## src/rtl/control_filtro_if.sv

```systemverilog
// control_filtro_if: coefficient, sample, arithmetic-unit and result signals of the filter controller
interface control_filtro_if #(parameter int N = 24);
    logic         coef_we;
    logic [2:0]   coef_addr;
    logic [N-1:0] coef_data;
    logic [N-1:0] muestra;
    logic         muestra_valida;
    logic [N-1:0] Valores;
    logic [N-1:0] Constantes_G;
    logic [N-1:0] Multip_G;
    logic [N-1:0] Entrada_G;
    logic [N-1:0] salida;
    logic         salida_valida;
    logic         ocupado;
    logic         muestra_perdida;
    modport master (
        output coef_we, coef_addr, coef_data, muestra, muestra_valida, Valores,
        input  Constantes_G, Multip_G, Entrada_G, salida, salida_valida, ocupado, muestra_perdida
    );
    modport slave (
        input  coef_we, coef_addr, coef_data, muestra, muestra_valida, Valores,
        output Constantes_G, Multip_G, Entrada_G, salida, salida_valida, ocupado, muestra_perdida
    );
endinterface

```

## src/rtl/control_filtro.sv

```systemverilog
// control_filtro: K-tap FIR sequencer driving an external multiply-accumulate unit one tap per cycle
module control_filtro #(
    parameter int N = 24,
    parameter int K = 5
) (
    input logic clk,
    input logic reset,
    control_filtro_if.slave bus
);
    typedef enum logic [1:0] {IDLE, MAC, DONE} state_t;
    state_t       state;
    logic [2:0]   idx;
    logic [N-1:0] acc;
    logic [N-1:0] coef [K];
    logic [N-1:0] x [K];
    logic         mac;
    assign mac = state == MAC;
    assign bus.Constantes_G = mac ? coef[idx] : '0;
    assign bus.Multip_G     = mac ? x[idx] : '0;
    assign bus.Entrada_G    = mac ? acc : '0;
    // coefficient bank: writes land at the edge, so an operand read this cycle still sees the old value
    always_ff @(posedge clk or posedge reset) begin
        if (reset) begin
            for (int i = 0; i < K; i++) coef[i] <= '0;
        end else if (bus.coef_we && {1'b0, bus.coef_addr} < 4'(K)) begin
            coef[bus.coef_addr] <= bus.coef_data;
        end
    end
    // sequencer: accept a sample, walk K taps through the arithmetic unit, then publish the result
    always_ff @(posedge clk or posedge reset) begin
        if (reset) begin
            state               <= IDLE;
            idx                 <= '0;
            acc                 <= '0;
            bus.salida          <= '0;
            bus.salida_valida   <= 1'b0;
            bus.ocupado         <= 1'b0;
            bus.muestra_perdida <= 1'b0;
            for (int i = 0; i < K; i++) x[i] <= '0;
        end else begin
            bus.salida_valida   <= state == DONE;
            bus.muestra_perdida <= bus.muestra_valida && bus.ocupado;
            case (state)
                IDLE: if (bus.muestra_valida) begin
                    x[0] <= bus.muestra;
                    for (int i = 1; i < K; i++) x[i] <= x[i-1];
                    acc         <= '0;
                    idx         <= '0;
                    state       <= MAC;
                    bus.ocupado <= 1'b1;
                end
                MAC: begin
                    acc <= bus.Valores;
                    idx <= idx + 3'd1;
                    if (idx == 3'(K-1)) begin
                        bus.salida <= bus.Valores;
                        state      <= DONE;
                    end
                end
                default: begin
                    state       <= IDLE;
                    bus.ocupado <= 1'b0;
                end
            endcase
        end
    end
endmodule

```

## src/flat_wrapper.sv

```systemverilog
// flat-port wrapper written by rule: the top's interface ports become plain ports
module control_filtro_flat 
#(
    parameter int N = 24,
    parameter int K = 5
)
  (clk, reset, bus_coef_we, bus_coef_addr, bus_coef_data, bus_muestra, bus_muestra_valida, bus_Valores, bus_Constantes_G, bus_Multip_G, bus_Entrada_G, bus_salida, bus_salida_valida, bus_ocupado, bus_muestra_perdida);
  control_filtro_if #(.N(N)) bus_i ();
  input logic clk;
  input logic reset;
  input wire logic [$bits(bus_i.coef_we)-1:0] bus_coef_we;
  input wire logic [$bits(bus_i.coef_addr)-1:0] bus_coef_addr;
  input wire logic [$bits(bus_i.coef_data)-1:0] bus_coef_data;
  input wire logic [$bits(bus_i.muestra)-1:0] bus_muestra;
  input wire logic [$bits(bus_i.muestra_valida)-1:0] bus_muestra_valida;
  input wire logic [$bits(bus_i.Valores)-1:0] bus_Valores;
  output wire logic [$bits(bus_i.Constantes_G)-1:0] bus_Constantes_G;
  output wire logic [$bits(bus_i.Multip_G)-1:0] bus_Multip_G;
  output wire logic [$bits(bus_i.Entrada_G)-1:0] bus_Entrada_G;
  output wire logic [$bits(bus_i.salida)-1:0] bus_salida;
  output wire logic [$bits(bus_i.salida_valida)-1:0] bus_salida_valida;
  output wire logic [$bits(bus_i.ocupado)-1:0] bus_ocupado;
  output wire logic [$bits(bus_i.muestra_perdida)-1:0] bus_muestra_perdida;
  assign bus_i.coef_we = bus_coef_we;
  assign bus_i.coef_addr = bus_coef_addr;
  assign bus_i.coef_data = bus_coef_data;
  assign bus_i.muestra = bus_muestra;
  assign bus_i.muestra_valida = bus_muestra_valida;
  assign bus_i.Valores = bus_Valores;
  assign bus_Constantes_G = bus_i.Constantes_G;
  assign bus_Multip_G = bus_i.Multip_G;
  assign bus_Entrada_G = bus_i.Entrada_G;
  assign bus_salida = bus_i.salida;
  assign bus_salida_valida = bus_i.salida_valida;
  assign bus_ocupado = bus_i.ocupado;
  assign bus_muestra_perdida = bus_i.muestra_perdida;
  control_filtro #(.N(N), .K(K)) u_core (.clk(clk), .reset(reset), .bus(bus_i));
endmodule
```

## config.mk

```make
export PLATFORM = sky130hd
export DESIGN_NAME = control_filtro_flat
export DESIGN_NICKNAME = d
export VERILOG_FILES = /design/src/rtl/control_filtro_if.sv /design/src/rtl/control_filtro.sv /design/src/flat_wrapper.sv
export SDC_FILE = /design/constraint.sdc
export NUM_CORES = 1
export LEC_CHECK = 0
export BUFFER_PORTS_ARGS = -buffer_cell sky130_fd_sc_hd__buf_2
export CAP_MARGIN = 20
export CORE_UTILIZATION = 38
export DETAILED_ROUTE_END_ITERATION = 7
export GPL_ROUTABILITY_DRIVEN = 1
export GPL_TIMING_DRIVEN = 0
export PLACE_DENSITY = 0.58
export SETUP_SLACK_MARGIN = 0.02
export SKIP_LAST_GASP = 1
export SYNTH_ARGS = -nofsm -noshare
export SYNTH_HDL_FRONTEND = slang
export SYNTH_SLANG_ARGS = --single-unit
export TNS_END_PERCENT = 5
```

## constraint.sdc

```tcl
create_clock -name clk -period 10.53 [get_ports clk]
set_input_delay 2.106 -clock clk [delete_from_list [all_inputs] [get_ports clk]]
set_output_delay 2.106 -clock clk [all_outputs]
set_load 0.03 [all_outputs]
```

After elaboration in Yosys (flattened, before gate mapping)

Cells that the tools add are included.

Equal/unequal tests: 5
Add/sub/neg operators: 1
Bitwise logic cells: 3
Mux-type cells: 21
Magnitude comparators: 4
Reduce and logical (&&, ||, !) cells: 10

Operator list:

| kind                  | number |
|---|---|
| $mux W24              | 9 |
| $bmux W24 S3          | 2 |
| $bwmux W120           | 1 |
| $demux W24 S3         | 1 |
| $pmux W24 S2          | 1 |
| $reduce_and A2 Y1     | 5 |
| $ge A4 B4 Y1 const B  | 2 |
| $not A3 Y4            | 2 |
| $pmux W3 S2           | 1 |
| $lt A4 B1 Y1 const B  | 1 |
| $mux W2               | 2 |
| $ne A2 B2 Y1 const B  | 2 |
| $pmux W2 S2           | 1 |
| $add A3 B1 Y3 const B | 1 |
| $eq A3 B3 Y1 const B  | 1 |
| $logic_and A1 B1 Y1   | 3 |
| $lt A3 B3 Y1 const B  | 1 |
| $mux W3               | 1 |
| $eq A2 B1 Y1 const B  | 1 |
| $eq A2 B2 Y1 const B  | 1 |
| $logic_not A2 Y1      | 1 |
| $pmux W1 S2           | 1 |
| $reduce_bool A2 Y1    | 1 |
| $mux W1               | 1 |
| $not A1 Y1            | 1 |

Output and inout bits: 99
Logic and storage cells: 61
Flip-flop bits (word level): 296
Input bits: 79

Longest topological paths before layout

Gate-level depths: netlist of run 1.

Word-level depth: 6
Mapped depth: 6
Depth with buffers taken out: 4

Worst setup path after synthesis of run 1

Ideal clock, no wire load.

Path type: reg-to-output
From: register u_core.state[1]
To: output bus_Multip_G[10]
Required time: 8.424 ns
Buffers on the path: 2
Data arrival time: 1.632 ns
Cell stages (with the launch flop): 6
Path slack: 6.792 ns
Cell sequence: dfrtp_1 nand2b_1 nor3_1 buf_2 buf_1 a221o_1

Word-level cells in the longest chain between the ends: 2

Ends and longest elaborated chain:

| item                   | RTL line             | text |
|---|---|---|
| from (decl)            | control_filtro.sv:11 | `state_t state;` |
| from (signal assigned) | control_filtro.sv:32 | `state <= IDLE;` |
| from (signal assigned) | control_filtro.sv:49 | `state <= MAC;` |
| from (signal assigned) | control_filtro.sv:57 | `state <= DONE;` |
| $eq A2 B1 Y1           | control_filtro.sv:17 | `assign mac = state == MAC;` |
| $mux W24               | control_filtro.sv:19 | `assign bus.Multip_G = mac ? x[idx] : '0;` |
| to (decl)              | flat_wrapper.sv:18   | `output wire logic [$bits(bus_i.Multip_G)-1:0] bus_Multip_G;` |

No other way between the ends.

Worst setup path in the final report of run 1

From: register u_core.state[1]
To: output bus_Multip_G[22]

The elaborated chain is that of the path after synthesis.

==> metrics.md, run 1 <==
| Metric | Value |
|---|---|
| Final #Nets | 1191 |
| Hold crit path type | reg2reg |
| Via count | 8101 |
| Crit path DAT | 2860 ps |
| Hold buffers post-CTS | 0 |
| Final Hold Viols | 0 |
| Status | complete, no violations |
| Unrepaired setup endpoints after global routing | false |
| Setup CP Type | reg2out |
| Relative slew slack | 0.410 |
| DR vias/cell | 5.11 |
| Final Critical Period | 4960 ps |
| Pin count of the biggest net entering global routing | 127 |
| Worst path bufs/invs | 3 |
| Synth warnings | 0 |
| WP data required | 8420 ps |
| Final worst-path cycle share | 0.471 |
| Rows | 67 |
| FF-to-FF path depth | 4 |
| CTS buffer count | 36 |
| Share of layout cells above drive strength 1 | 0.520 |
| Worst R2R Setup Slack | 8550 ps |
| Core area | 0.0335 mm2 |
| Cell variety after synth | 28 |
| Hpwl dp | 20000 um |
| VDD IR max | 0.189 mV |
| Synthesized Nets | 975 |
| Starting Density | 0.387 |
| Die X | 187 um |
| FMAX | 202 MHz |
| First-pass GRT wire length | 49200 um |
| First drt pass iteration count | 4 |
| Register Area | 0.00741 mm2 |
| Crit-path max cell delay | 530 ps |
| Final WL | 30800 um |
| Clock transition at path regs | 50 ps |
| Fill cells | 3063 |
| Initial DRC count | 378 |
| # setup viols final | 0 |
| Worst-Margin Slew | 885 ps |
| Vias in the first global route | 8526 |
| Largest area contributor in the netlist | dfrtp_1 |
| FF+latch count, synth | 296 |
| Final RePlAce weighted congestion | 0.725 |
| Worst r2r dst | u_core.x[52]$_DFFE_PP0P_ |
| Crit path top cell by count | buf_2 |
| Leak pwr | 0.00708 uW |
| R2r startpoint | u_core.state[0]$_DFFE_PP0P_ |
| # H-tree levels | 2 |
| Seq/Total Area, Yosys | 0.571 |
| Clock insertion delay at the later pin of the skew report | 510 ps |
| Yosys top cell area share | 0.571 |
| Setup bufs post-CTS | 0 |
| Initial antenna violation count | 1 |
| Most frequent cells in the layout | mux2_2, dfrtp_1, buf_2, mux2i_1, nor2_1 |
| Resize count post-CTS | 0 |
| CTS Sinks | 296 |
| # port buffers | 176 |
| Layout Skew | 9.96 ps |
| Max-cap violation count | 0 |
| Core Util, Final | 0.466 |
| Crit path cell chain | nand2b_1 -> nor3_1 -> buf_2 -> buf_1 -> a221o_1 -> buf_2 |
| Mean Syn Cell Area | 14.5 um2 |
| Post-route cell area | 0.0156 mm2 |
| Most common cell after layout, fill and taps aside | mux2_2 |
| Max-slew violations | 0 |
| Min-Delay Path Depth | 1 |
| TNS Setup | 0 ps |
| Power Dens Cells | 333 mW/mm2 |
| Residual DRC | 0 |
| Hold wc startpoint | u_core.bus.salida[2]$_DFFE_PP0P_ |
| Die area | 0.0349 mm2 |
| Placed cell areas | 0.0145 mm2 |
| Congestion Overflow GR | 0 |
| Clock Tree Buf Depth | 3 |
| CP startpoint kind | flop |
| Post-Synthesis Cells | 894 |
| Mapped cell area | 0.0130 mm2 |
| I/O pin cnt | 178 |
| Syn-to-layout area delta | 20.7% |
| Detail Route Antenna Nets | 0 |
| CP max-delay cell | buf_1 |
| GRT Util Overall | 0.179 |
| Power Total | 5210 uW |
| Worst Hold End | u_core.bus.salida[2]$_DFFE_PP0P_ |
| CP endpoint kind | output port |
| Area occupied by multi-input gates | 0.00524 mm2 |
| WL/cell | 19.4 um |
| Top area cells in the synthesized netlist | dfrtp_1, mux2_2, mux2i_1, a221o_1, a22o_1 |
| Crit path max fanout | 10 |
| CTS root buf | clkbuf_16 |
| Crit path max-delay family | buffers and inverters |
| Die H | 187 um |
| CTS tree | yes |
## metal layers
metal / part of all wire / vias to the layer above / GRT usage
met5: 0 / - / 0
met3: 0.039 / 47 / 0.0305
met2: 0.47 / 158 / 0.292
li1: - / 3711 / -
met1: 0.47 / 4185 / 0.247
met4: 0.020 / 0 / 0.0457
## worst register-to-register path, delay by kind of cell (launching register included)
family	cells	cell delay (ps)
mux	1	380
buf+inv	2	660
flops	1	440
simple gates	1	390
## synth_stat cells
library cell  instances
o21ai_0               1
mux2_2              309
nand3_2               1
nand2_1               4
nor3_1                1
ha_1                  2
nand2b_1              2
inv_1                 6
mux2i_1              49
a21oi_1               1
nor2_1               49
nor2b_1               1
nor3_2                2
a22o_1               25
and4_4                1
a21o_1                2
dfrtp_1             296
o21bai_1              1
nor3b_2               3
buf_1                 4
and2_1               25
nand4bb_1             1
a221o_1              48
buf_2                37
buf_6                 3
nand4b_1              1
mux2_1                3
clkbuf_1             16
## power breakdown
part           switching [uW]  internal, uW  total (uW)
Combinational            1230           929        2160
Clock                     472           740        1210
Sequential                257          1580        1840
## state kept, by name, indices dropped and copies added, names as in the netlist, 2 cells and up
register           cells
u_core.x             120
u_core.idx             3
u_core.coef          120
u_core.state           2
u_core.acc            24
u_core.bus.salida     24
## cell type report
type | count | share of cell area
Inverter | 6 | 0.00192
Clock inverter | 9 | 0.00512
Timing Repair Buffer | 178 | 0.0598
Buffer | 60 | 0.0188
Multi-Input combinational cell | 532 | 0.335
Antenna cell | 1 | 0.000160
Clock buffer | 55 | 0.0699
Tap cell | 448 | 0.0358
Sequential cell | 296 | 0.474
## metrics by stage
| step | setup WS [ps] | hold slack, ps | cells |
|---|---|---|---|
| after floorplan | 248 | 458 | 894 |
| after global placement | -3470 | 472 | 1518 |
| after detailed placement | 6080 | 474 | 1520 |
| after CTS | 5510 | 490 | 1584 |
| after global routing | 5350 | 501 | 1584 |
| final | 5570 | 485 | 1585 |
## logic make-up (layout without fill, tap and decap cells)
family                     count (synthesis)  after routing  synth area share
and+or+nand+nor                           91             91            0.0369
other                                      0              1                 0
buffers and inverters                     66            308            0.0244
AOI/OAI and AO/OA                         78             78            0.0565
adders and majority gates                  2              2           0.00193
DFF                                      296            296             0.571
muxes                                    361            361             0.309
## worst max-delay path by stage
stage | startpoint | end | cells after the start
CTS | u_core.state[1]$_DFFE_PP0P_ | bus_Multip_G[22] | 6
detailed placement | u_core.state[1]$_DFFE_PP0P_ | bus_Multip_G[22] | 6
floorplan | reset | u_core.acc[0]$_DFFE_PP0P_ | 1
finish | u_core.state[1]$_DFFE_PP0P_ | bus_Multip_G[22] | 6
global placement | reset | u_core.x[113]$_DFFE_PP0P_ | 2
global route | u_core.state[1]$_DFFE_PP0P_ | bus_Multip_G[22] | 6
No activity file was read; power rests on OpenSTA's default activity.
==> inputs of run 2 (changes only) <==
--- a/config.mk
+++ b/config.mk
@@ -5,13 +5,14 @@
 export SDC_FILE = /design/constraint.sdc
 export NUM_CORES = 1
 export LEC_CHECK = 0
+export ABC_AREA = 1
 export BUFFER_PORTS_ARGS = -buffer_cell sky130_fd_sc_hd__buf_2
 export CAP_MARGIN = 20
 export CORE_UTILIZATION = 38
 export DETAILED_ROUTE_END_ITERATION = 7
 export GPL_ROUTABILITY_DRIVEN = 1
 export GPL_TIMING_DRIVEN = 0
-export PLACE_DENSITY = 0.58
+export PLACE_DENSITY = 0.55
 export SETUP_SLACK_MARGIN = 0.02
 export SKIP_LAST_GASP = 1
 export SYNTH_ARGS = -nofsm -noshare
==> constraint.sdc (replaced) <==
create_clock -name clk -period 4.9 [get_ports clk]
set_input_delay 0.98 -clock clk [delete_from_list [all_inputs] [get_ports clk]]
set_output_delay 0.98 -clock clk [all_outputs]
set_load 0.03 [all_outputs]
==> metrics.md, run 2 <==
| Metric | Value |
|---|---|
| CP endpoint kind | output port |
| # setup viols final | 0 |
| WP data required | 3920 ps |
| Mapped cell area | 0.0135 mm2 |
| Synth warnings | 0 |
| I/O pin cnt | 178 |
| Resize count post-CTS | 0 |
| Rows | 68 |
| Sw Ratio | 0.459 |
| Die H | 190 um |
| Hold buffers post-CTS | 0 |
| Unrepaired setup endpoints after global routing | false |
| Post-synth top cells | nand2_1, dfrtp_1, o21ai_0 |
| CTS buffer count | 36 |
| # H-tree levels | 2 |
| Syn-to-layout area delta | 20.6% |
| Crit path DAT | 2420 ps |
| Die area | 0.0362 mm2 |
| FF-to-FF path depth | 10 |
| Area occupied by multi-input gates | 0.00489 mm2 |
| Share of layout cells above drive strength 1 | 0.164 |
| EDFF count, synth | 0 |
| Starting Density | 0.388 |
| R2r startpoint | u_core.idx[1]$_DFFE_PP0P_ |
| Final RePlAce weighted congestion | 0.799 |
| Setup CP Type | reg2out |
| P_int | 6490 uW |
| Final WL | 41500 um |
| First drt pass iteration count | 5 |
| Power Dens Cells | 739 mW/mm2 |
| Setup bufs post-CTS | 0 |
| Hold wc startpoint | u_core.state[0]$_DFFE_PP0P_ |
| Power Total | 12000 uW |
| TNS Setup | 0 ps |
| DR vias/cell | 4.95 |
| FMAX | 294 MHz |
| # port buffers | 177 |
| Most frequent cells in the layout | nand2_1, dfrtp_1, buf_2, o21ai_0, inv_1 |
| Yosys top cell area share | 0.550 |
| Clock transition at path regs | 60 ps |
| Detail Route Antenna Nets | 0 |
| Vias in the first global route | 11900 |
| Via count | 11900 |
| First-pass GRT wire length | 66100 um |
| Top-count cell post-synth | nand2_1 |
| Hpwl dp | 28900 um |
| Congestion Overflow GR | 0 |
| VDD IR max | 0.394 mV |
| Initial DRC count | 749 |
| Sequential share of power | 0.321 |
| Status | complete, no violations |
| Top Registers | u_core.coef x120, u_core.x x120 |
| Mean Syn Cell Area | 7.91 um2 |
| Clock Tree Buf Depth | 3 |
| Min-Delay Path Depth | 1 |
| Seq/Total Area, Yosys | 0.550 |
| FF+latch count, synth | 296 |
| GRT Util Overall | 0.234 |
| CP startpoint kind | flop |
| Share of power burned in combinational logic | 0.463 |
| Synthesized Nets | 1783 |
| Ys flop type | dfrtp_1 |
| Layout Skew | 22.8 ps |
| Final Hold Viols | 0 |
| Clock insertion delay at the later pin of the skew report | 540 ps |
| Most common cell after layout, fill and taps aside | nand2_1 |
| Worst r2r dst | u_core.bus.salida[20]$_DFFE_PP0P_ |
| Post-Synthesis Cells | 1702 |
| Final worst-path cycle share | 0.694 |
| Worst-Margin Slew | 762 ps |
| Clk pwr share | 0.217 |
| Largest area contributor in the netlist | dfrtp_1 |
| Leak pwr | 0.00851 uW |
| P_sw | 5500 uW |
| Residual DRC | 0 |
| Relative slew slack | 0.492 |
| CTS Sinks | 296 |
| Final Critical Period | 3400 ps |
| Worst Hold End | u_core.bus.salida_valida$_DFF_PP0_ |
| Max-cap violation count | 0 |
| Die X | 190 um |
| Synth async-reset ratio | 1.00 |
| Hold crit path type | reg2reg |
| CTS root buf | clkbuf_16 |
| Fill cells | 3604 |
| Final #Nets | 2006 |
| Pin count of the biggest net entering global routing | 42 |
| Initial antenna violation count | 1 |
| Core area | 0.0347 mm2 |
| Top area cells in the synthesized netlist | dfrtp_1, nand2_1, o21ai_0, inv_1, nand3_1 |
| Max-slew violations | 0 |
| Register Area | 0.00741 mm2 |
| Cell variety after synth | 21 |
| WL/cell | 17.2 um |
| Crit path max fanout | 10 |
| CTS tree | yes |
| Worst R2R Setup Slack | 2450 ps |
-- run 2: cell types whose count changed after synthesis, moves of 27 or more --
cell      before  now
a21oi_1        1   96
o21ai_0        1  191
clkbuf_1      16   44
o21ai_1        0   29
mux2_2       309    0
a221o_1       48    0
nand3_1        0   98
inv_1          6  153
nand2_1        4  613
nor2_1        49   76
mux2i_1       49    0
-- run 2: cell type report --
class	count	area share
clock inverters	14	0.00824
multi-input cells	1134	0.301
inverters	157	0.0366
plain buffers	115	0.0355
repair buffers	185	0.0644
diodes	1	0.000154
clock buffers	50	0.0630
flip-flops and latches	296	0.456
well taps	455	0.0351
-- run 2: metal layers --
layer / global-route usage / share of wire / wire length (um)
met2: 0.383 / 0.47 / 19500
met1: 0.326 / 0.46 / 19000
met4: 0.0695 / 0.023 / 957
met3: 0.0271 / 0.049 / 2050
met5: 0 / 0 / 0
-- run 2: power groups by stage --
| stage | clock [uW] | combinational, uW | sequential (uW) |
|---|---|---|---|
| 2_1_floorplan | 0 | 3660 | 3970 |
| 3_3_place_gp | 0 | 5480 | 3850 |
| 3_5_place_dp | 0 | 5570 | 3860 |
| 4_1_cts | 2650 | 5590 | 3830 |
| 5_1_grt | 2750 | 6170 | 3950 |
| 6_report | 2600 | 5550 | 3840 |
-- run 2: critical path: stages, from the launching register on --
cell	delay [ps]
dfrtp_1	360
buf_4	200
clkbuf_1	480
nand2_1	120
nand3_1	120
nand2_1	90
a21oi_1	250
buf_2	260
-- run 2: stage by stage --
stage / hold WS, ps / util / area (um2) / setup slack (ps) / cells
2_1_floorplan: 422 / - / 13500 / -11.1 / 1702
3_3_place_gp: 434 / 0.430 / 14900 / -2100 / 2334
3_5_place_dp: 435 / 0.434 / 15100 / 2010 / 2342
6_report: 430 / 0.468 / 16200 / 1500 / 2407
5_1_grt: 452 / 0.468 / 16200 / 1390 / 2407
4_1_cts: 438 / 0.468 / 16200 / 1460 / 2406
-- run 2: kinds of logic after synthesis --
family,count (synthesis),share of synthesized area
buffers and inverters,272,0.0867
DFF,296,0.550
adders and majority gates,2,0.00186
and+or+nand+nor,792,0.232
AOI/OAI and AO/OA,340,0.129
-- run 2: worst max-delay path by stage --
stage | from | to | slack (ps)
after floorplan | reset | u_core.acc[0]$_DFFE_PP0P_ | -10
after global placement | reset | u_core.acc[15]$_DFFE_PP0P_ | -2100
after detailed placement | u_core.state[1]$_DFFE_PP0P_ | bus_Constantes_G[10] | 2010
after CTS | u_core.state[1]$_DFFE_PP0P_ | bus_Constantes_G[10] | 1460
after global routing | u_core.idx[0]$_DFFE_PP0P_ | bus_Multip_G[21] | 1390
final | u_core.idx[0]$_DFFE_PP0P_ | bus_Multip_G[3] | 1500
